**src/rtl/audio_recorder.sv**
```systemverilog
// Left-channel I2S capture from the WM8731 ADC into consecutive SRAM words.
// Single clock domain on the codec bit clock; every output comes straight from a register.
module audio_recorder #(
    parameter int unsigned       DATA_W   = 16,
    parameter int unsigned       ADDR_W   = 20,
    parameter logic [ADDR_W-1:0] MAX_ADDR = 20'hFFFFF
) (
    input  logic              i_BCLK,
    input  logic              i_rst_n,
    input  logic              i_record,
    input  logic              i_pause,
    input  logic              i_stop,
    input  logic [ADDR_W-1:0] i_start_addr,
    input  logic              i_ADCLRCK,
    input  logic              i_ADCDAT,
    output logic              o_SRAM_WE_N,
    output logic [ADDR_W-1:0] o_SRAM_ADDR,
    output logic [DATA_W-1:0] o_SRAM_DQ,
    output logic [ADDR_W-1:0] o_len,
    output logic              o_busy,
    output logic              o_done
);

    localparam int unsigned CNT_W = (DATA_W > 1) ? $clog2(DATA_W) : 1;

    typedef enum logic [2:0] {
        StIdle,
        StWaitLrc,
        StDelay,
        StRecv,
        StWrite,
        StDone
    } state_e;

    state_e            state_q, state_d;
    logic              lrck_q;
    logic              rec_q;
    logic [CNT_W-1:0]  bitcnt_q, bitcnt_d;
    logic [DATA_W-1:0] shreg_q, shreg_d;
    logic [DATA_W-1:0] dq_q, dq_d;
    logic [ADDR_W-1:0] addr_q, addr_d;
    logic [ADDR_W-1:0] len_q, len_d;
    logic              we_n_q;
    logic              busy_q;
    logic              done_q;

    logic left_edge;
    logic rec_rise;

    assign left_edge = lrck_q & ~i_ADCLRCK;
    assign rec_rise  = i_record & ~rec_q;

    always_comb begin
        state_d  = state_q;
        bitcnt_d = bitcnt_q;
        shreg_d  = shreg_q;
        dq_d     = dq_q;
        addr_d   = addr_q;
        len_d    = len_q;
        unique case (state_q)
            StIdle: begin
                addr_d = i_start_addr;
                if (rec_rise) begin
                    len_d   = '0;
                    state_d = StWaitLrc;
                end
            end
            StWaitLrc: begin
                // Stop outranks pause; pause only gates the start of a new frame.
                if (i_stop) begin
                    state_d = StDone;
                end else if (left_edge && !i_pause) begin
                    state_d = StDelay;
                end
            end
            StDelay: begin
                bitcnt_d = '0;
                state_d  = i_stop ? StDone : StRecv;
            end
            StRecv: begin
                if (i_stop) begin
                    state_d = StDone;
                end else begin
                    shreg_d  = {shreg_q[DATA_W-2:0], i_ADCDAT};
                    bitcnt_d = bitcnt_q + CNT_W'(1);
                    if (bitcnt_q == CNT_W'(DATA_W - 1)) begin
                        dq_d    = shreg_d;
                        state_d = StWrite;
                    end
                end
            end
            StWrite: begin
                len_d = len_q + ADDR_W'(1);
                if (addr_q == MAX_ADDR || i_stop) begin
                    state_d = StDone;
                end else begin
                    addr_d  = addr_q + ADDR_W'(1);
                    state_d = StWaitLrc;
                end
            end
            StDone: begin
                state_d = StIdle;
            end
            default: begin
                state_d = StIdle;
            end
        endcase
    end

    always_ff @(posedge i_BCLK or negedge i_rst_n) begin
        if (!i_rst_n) begin
            state_q  <= StIdle;
            lrck_q   <= 1'b1;
            rec_q    <= 1'b0;
            bitcnt_q <= '0;
            shreg_q  <= '0;
            dq_q     <= '0;
            addr_q   <= '0;
            len_q    <= '0;
            we_n_q   <= 1'b1;
            busy_q   <= 1'b0;
            done_q   <= 1'b0;
        end else begin
            state_q  <= state_d;
            lrck_q   <= i_ADCLRCK;
            rec_q    <= i_record;
            bitcnt_q <= bitcnt_d;
            shreg_q  <= shreg_d;
            dq_q     <= dq_d;
            addr_q   <= addr_d;
            len_q    <= len_d;
            we_n_q   <= (state_d != StWrite);
            busy_q   <= (state_d != StIdle);
            done_q   <= (state_q == StDone);
        end
    end

    assign o_SRAM_WE_N = we_n_q;
    assign o_SRAM_ADDR = addr_q;
    assign o_SRAM_DQ   = dq_q;
    assign o_len       = len_q;
    assign o_busy      = busy_q;
    assign o_done      = done_q;

endmodule

```
**config.mk**
```make
export PLATFORM = sky130hd
export DESIGN_NAME = audio_recorder
export DESIGN_NICKNAME = d
export VERILOG_FILES = /design/src/rtl/audio_recorder.sv
export SDC_FILE = /design/constraint.sdc
export NUM_CORES = 1
export LEC_CHECK = 0
export ABC_AREA = 1
export CAP_MARGIN = 20
export CELL_PAD_IN_SITES_DETAIL_PLACEMENT = 1
export CELL_PAD_IN_SITES_GLOBAL_PLACEMENT = 2
export CORE_MARGIN = 2
export CORE_UTILIZATION = 29
export DETAILED_ROUTE_END_ITERATION = 8
export PLACE_DENSITY_LB_ADDON = 0.05
export SETUP_SLACK_MARGIN = 0.3
export SYNTH_ARGS = -nofsm -noshare
export SYNTH_HDL_FRONTEND = slang
export SYNTH_SLANG_ARGS = --single-unit
export TNS_END_PERCENT = 1
```
**constraint.sdc**
```tcl
create_clock -name i_BCLK -period 2.1 [get_ports i_BCLK]
set_clock_uncertainty 0.1 [all_clocks]
set_input_delay 0.315 -clock i_BCLK [delete_from_list [all_inputs] [get_ports i_BCLK]]
set_output_delay 0.315 -clock i_BCLK [all_outputs]
set_load 0.005 [all_outputs]
```
==> summary.md <==
| Metric | Value |
|---|---|
| Critical path's slowest cell | `dfrtp_1` |
| Chip width | `125.7 µm` |
| CP bufs+invs | `1` |
| Fin cells | `851` |
| Critical path depth | `8` |
| Gr usage total | `16.83%` |
| Final period util | `84.82%` |
| Hold depth | `1` |
| H-tree levels | `3` |
| Required @ worst endpoint | `2.28 ns` |
| Initial core utilization | `29.66%` |
| Die Y | `125.7 µm` |
| Flops & latches, synth | `83` |
| Area growth syn-to-layout | `36.80%` |
| Pins Over Slew Limit | `0` |
| Net Count, Synth | `597` |
| Crit Path Category | `flip-flop to flip-flop` |
| Hold Crit Class | `input port to flip-flop` |
| Top-level port count | `86` |
| Min Tclk post-route | `1.781 ns` |
| Number of setup violations in the final report | `0` |
| Cell area after synthesis | `0.004294 mm²` |
| Number of buffers added on ports | `85` |
| Max VDD drop | `0.0003964 V` |
| Top delay family on crit path | `simple AND/OR/NAND/NOR gates` |
| Share of layout cells above drive strength 1 | `10.19%` |
| Distinct cells, synth | `36` |
| CP arrival | `1.96 ns` |
| Vias in the first global route | `4162` |
| CTS Root Cell | `clkbuf_16` |
| Power Total | `7.205 mW` |
| Fmax | `561.4 MHz` |
| Final #Nets | `692` |
| Worst-path cell chain | `ha_2 > nand3_2 > nor3_4 > nand3_2 > nand3_4 > buf_6 > nand3_1 > nand2_1` |
| Sequential element share of the synthesized area | `48.43%` |
| Yosys synthesis warning count | `0` |
| Longest Clk Path Bufs | `2` |
| Crit-path max cell delay | `0.38 ns` |
| Placed cell count | `828` |
| Slew headroom | `76.22%` |
| Crit path top cell by count | `nand3_2` |
| Final WL | `12970 µm` |
| Die area | `0.01580 mm²` |
| Initial antenna violation count | `0` |
| Max-Cap Viols | `0` |
| Gate Count Post-Synth | `567` |
| Starting DRT DRC Count | `157` |
| DR WL/cell | `15.24 µm` |
| HPWL after detailed placement | `9380 µm` |
| # fillers | `1768` |
| Synthesized area per cell | `7.573 µm²` |
| RD Place Congestion | `0.7873` |
| Unrepaired setup endpoints after global routing | `true` |
| Status | `complete, no violations` |
| Crit start category | `flip-flop` |
| CP endpoint kind | `flip-flop` |
| Final-report hold violation count | `0` |
| Post-route DRC | `0` |
| Vias/cell | `4.808` |
| Pin count of the biggest net entering global routing | `36` |
| Final setup margin | `0.3188 ns` |
| Worst-Margin Slew | `0.3567 ns` |
| Worst R2R Path Depth | `8` |
| Pre-CTS WS | `0.08808 ns` |
| Later-pin clock latency in the skew report | `0.34 ns` |
| Clock sink count | `83` |
| N_diodes | `0` |
| TritonCTS Buffers | `9` |
| Cell area power density | `1226 mW/mm²` |
| Rows | `44` |
| CTS tree | `done` |
| Remaining Overflow, GRT | `0` |
| Initial DRT Pass Iterations | `4` |
| Core area | `0.01448 mm²` |
| Final TNS setup | `0 ns` |
| WHS | `0.2990 ns` |
| Routed vias | `4092` |
| Final ANT Viol Nets | `0` |
| First-pass GRT wire length | `21420 µm` |
| Critical path peak fanout | `12` |
| Worst-path clk slew | `0.07 ns` |
| Leak | `2.699 nW` |
-- worst register-to-register path, cell delays in order, from the launching register on --
cell and delay (ns):
dfrtp_1 0.38, ha_2 0.22, nand3_2 0.14, nor3_4 0.25, nand3_2 0.13, nand3_4 0.13
buf_6 0.18, nand3_1 0.09, nand2_1 0.09
-- repair_timing --
action,in CTS,in global routing
endpoints found under the hold margin,19,0
hold buffers,1,0
endpoints found under the setup margin,24,56
buffers inserted,5,1
gates resized for setup,8,20
pin swaps,1,3
-- per-stage QoR --
stage / cell area [µm²] / utilization, %
after floorplan: 4294 / -
after global placement: 5361 / 37.03
after detailed placement: 5361 / 37.03
after CTS: 5789 / 39.98
after global routing: 5874 / 40.57
final: 5874 / 40.57
-- report_power, final --
group	leakage [nW]	total [mW]	internal [mW]	switching (mW)
clock	0.171	1.86	1.17	0.688
combinational	1.45	2.70	1.21	1.49
sequential	1.07	2.64	2.10	0.545
total	2.70	7.20	4.48	2.73
-- worst paths after layout --
check,endpoint,slack [ns],start
worst max-delay path,o_SRAM_ADDR[5],0.32,o_SRAM_ADDR[1]
worst min-delay path,lrck_q,0.30,i_ADCLRCK
worst max register to register,o_SRAM_ADDR[5],0.32,o_SRAM_ADDR[1]
worst min register to register,o_len[18],0.38,o_len[18]
max in group asynchronous,state_q[1],0.90,i_rst_n
min in group asynchronous,o_SRAM_ADDR[7],0.31,i_rst_n
-- metal layers --
| layer | track usage [%] | up-vias | part of all wire [%] |
|---|---|---|---|
| met5 | 0 | - | 0 |
| li1 | - | 2012 | - |
| met1 | 22.73 | 2011 | 48 |
| met2 | 27.63 | 56 | 48 |
| met3 | 2.889 | 13 | 2.9 |
| met4 | 5.359 | 0 | 1.3 |
-- layout make-up --
type	count	area (µm²)	share of cell area [%]
Tap cell	184	230.2	3.919
Inverter	63	236.5	4.026
Timing Repair Buffer	103	1006	17.12
Clock inverter	7	121.4	2.066
Multi-Input combinational cell	402	1974	33.61
Sequential cell	83	2081	35.42
Clock buffer	9	225.2	3.834
-- placed cells by master (no fill, tap or decap), drive strengths merged --
cell type,instances
a21o,1
a21oi,10
a22o,1
a22oi,1
buf,18
bufinv,3
clkbuf,9
clkdlybuf4s50,84
clkinv,1
dfrtp,81
dfstp,2
dlygate4sd3,1
ha,3
inv,66
mux2,1
nand2,187
nand3,64
nand3b,1
nand4,4
nor2,47
nor3,9
nor4,2
o211ai,1
o21ai,57
o21bai,3
o22ai,3
o31ai,3
xnor2,1
xor2,3
-- kinds of logic (layout without fill, tap and decap cells) --
logic type | count (synthesis) | count (layout) | share of synthesized area [%]
and+or+nand+nor | 314 | 314 | 31.56
DFF | 83 | 83 | 48.43
buffers and inverters | 82 | 182 | 8.042
AOI/OAI and AO/OA | 80 | 80 | 10.02
xor gates and xnor gates | 4 | 4 | 0.8160
adders and majority gates | 3 | 3 | 0.8742
muxes | 1 | 1 | 0.2622
-- sequential cells by signal, summed over array words and instances (netlist names) --
register     cells
o_SRAM_WE_N      1
o_busy           1
state_q          3
o_len           20
o_SRAM_ADDR     20
shreg_q         15
o_done           1
o_SRAM_DQ       16
bitcnt_q         4
rec_q            1
lrck_q           1
-- synthesized netlist by cell type --
library cell  count  area [µm²]
a21oi_1          10       50.05
o22ai_1           3       18.77
mux2_2            1       11.26
nand2_1         183       686.9
nand3b_1          1       7.510
a21o_1            1       7.510
o21ai_1           2       10.01
nand3_1          62       310.3
dfstp_2           2       52.55
nand3_4           1       17.52
nand2_4           1       11.26
xnor2_1           1       8.760
nand2_2           3       18.77
o31ai_1           3       22.52
o21bai_1          3       22.52
inv_1            62       232.7
nor3_4            1       16.27
nor4_1            2       12.51
inv_2             1       3.750
nor3_1            8       40.04
xor2_1            3       26.28
o21ai_0          55       275.3
buf_2             6       30.03
nor2_2            3       18.77
a22oi_1           1       7.510
buf_6             4       45.04
nand4_1           4       25.02
ha_1              3       37.54
clkbuf_1          8       30.03
nand3_2           1       10.01
nor2_4            2       22.52
dfrtp_1          81        2027
nor2_1           42       157.7
buf_1             1       3.750
o211ai_1          1       7.510
a22o_1            1       8.760
(Power assumes the default switching activity.)
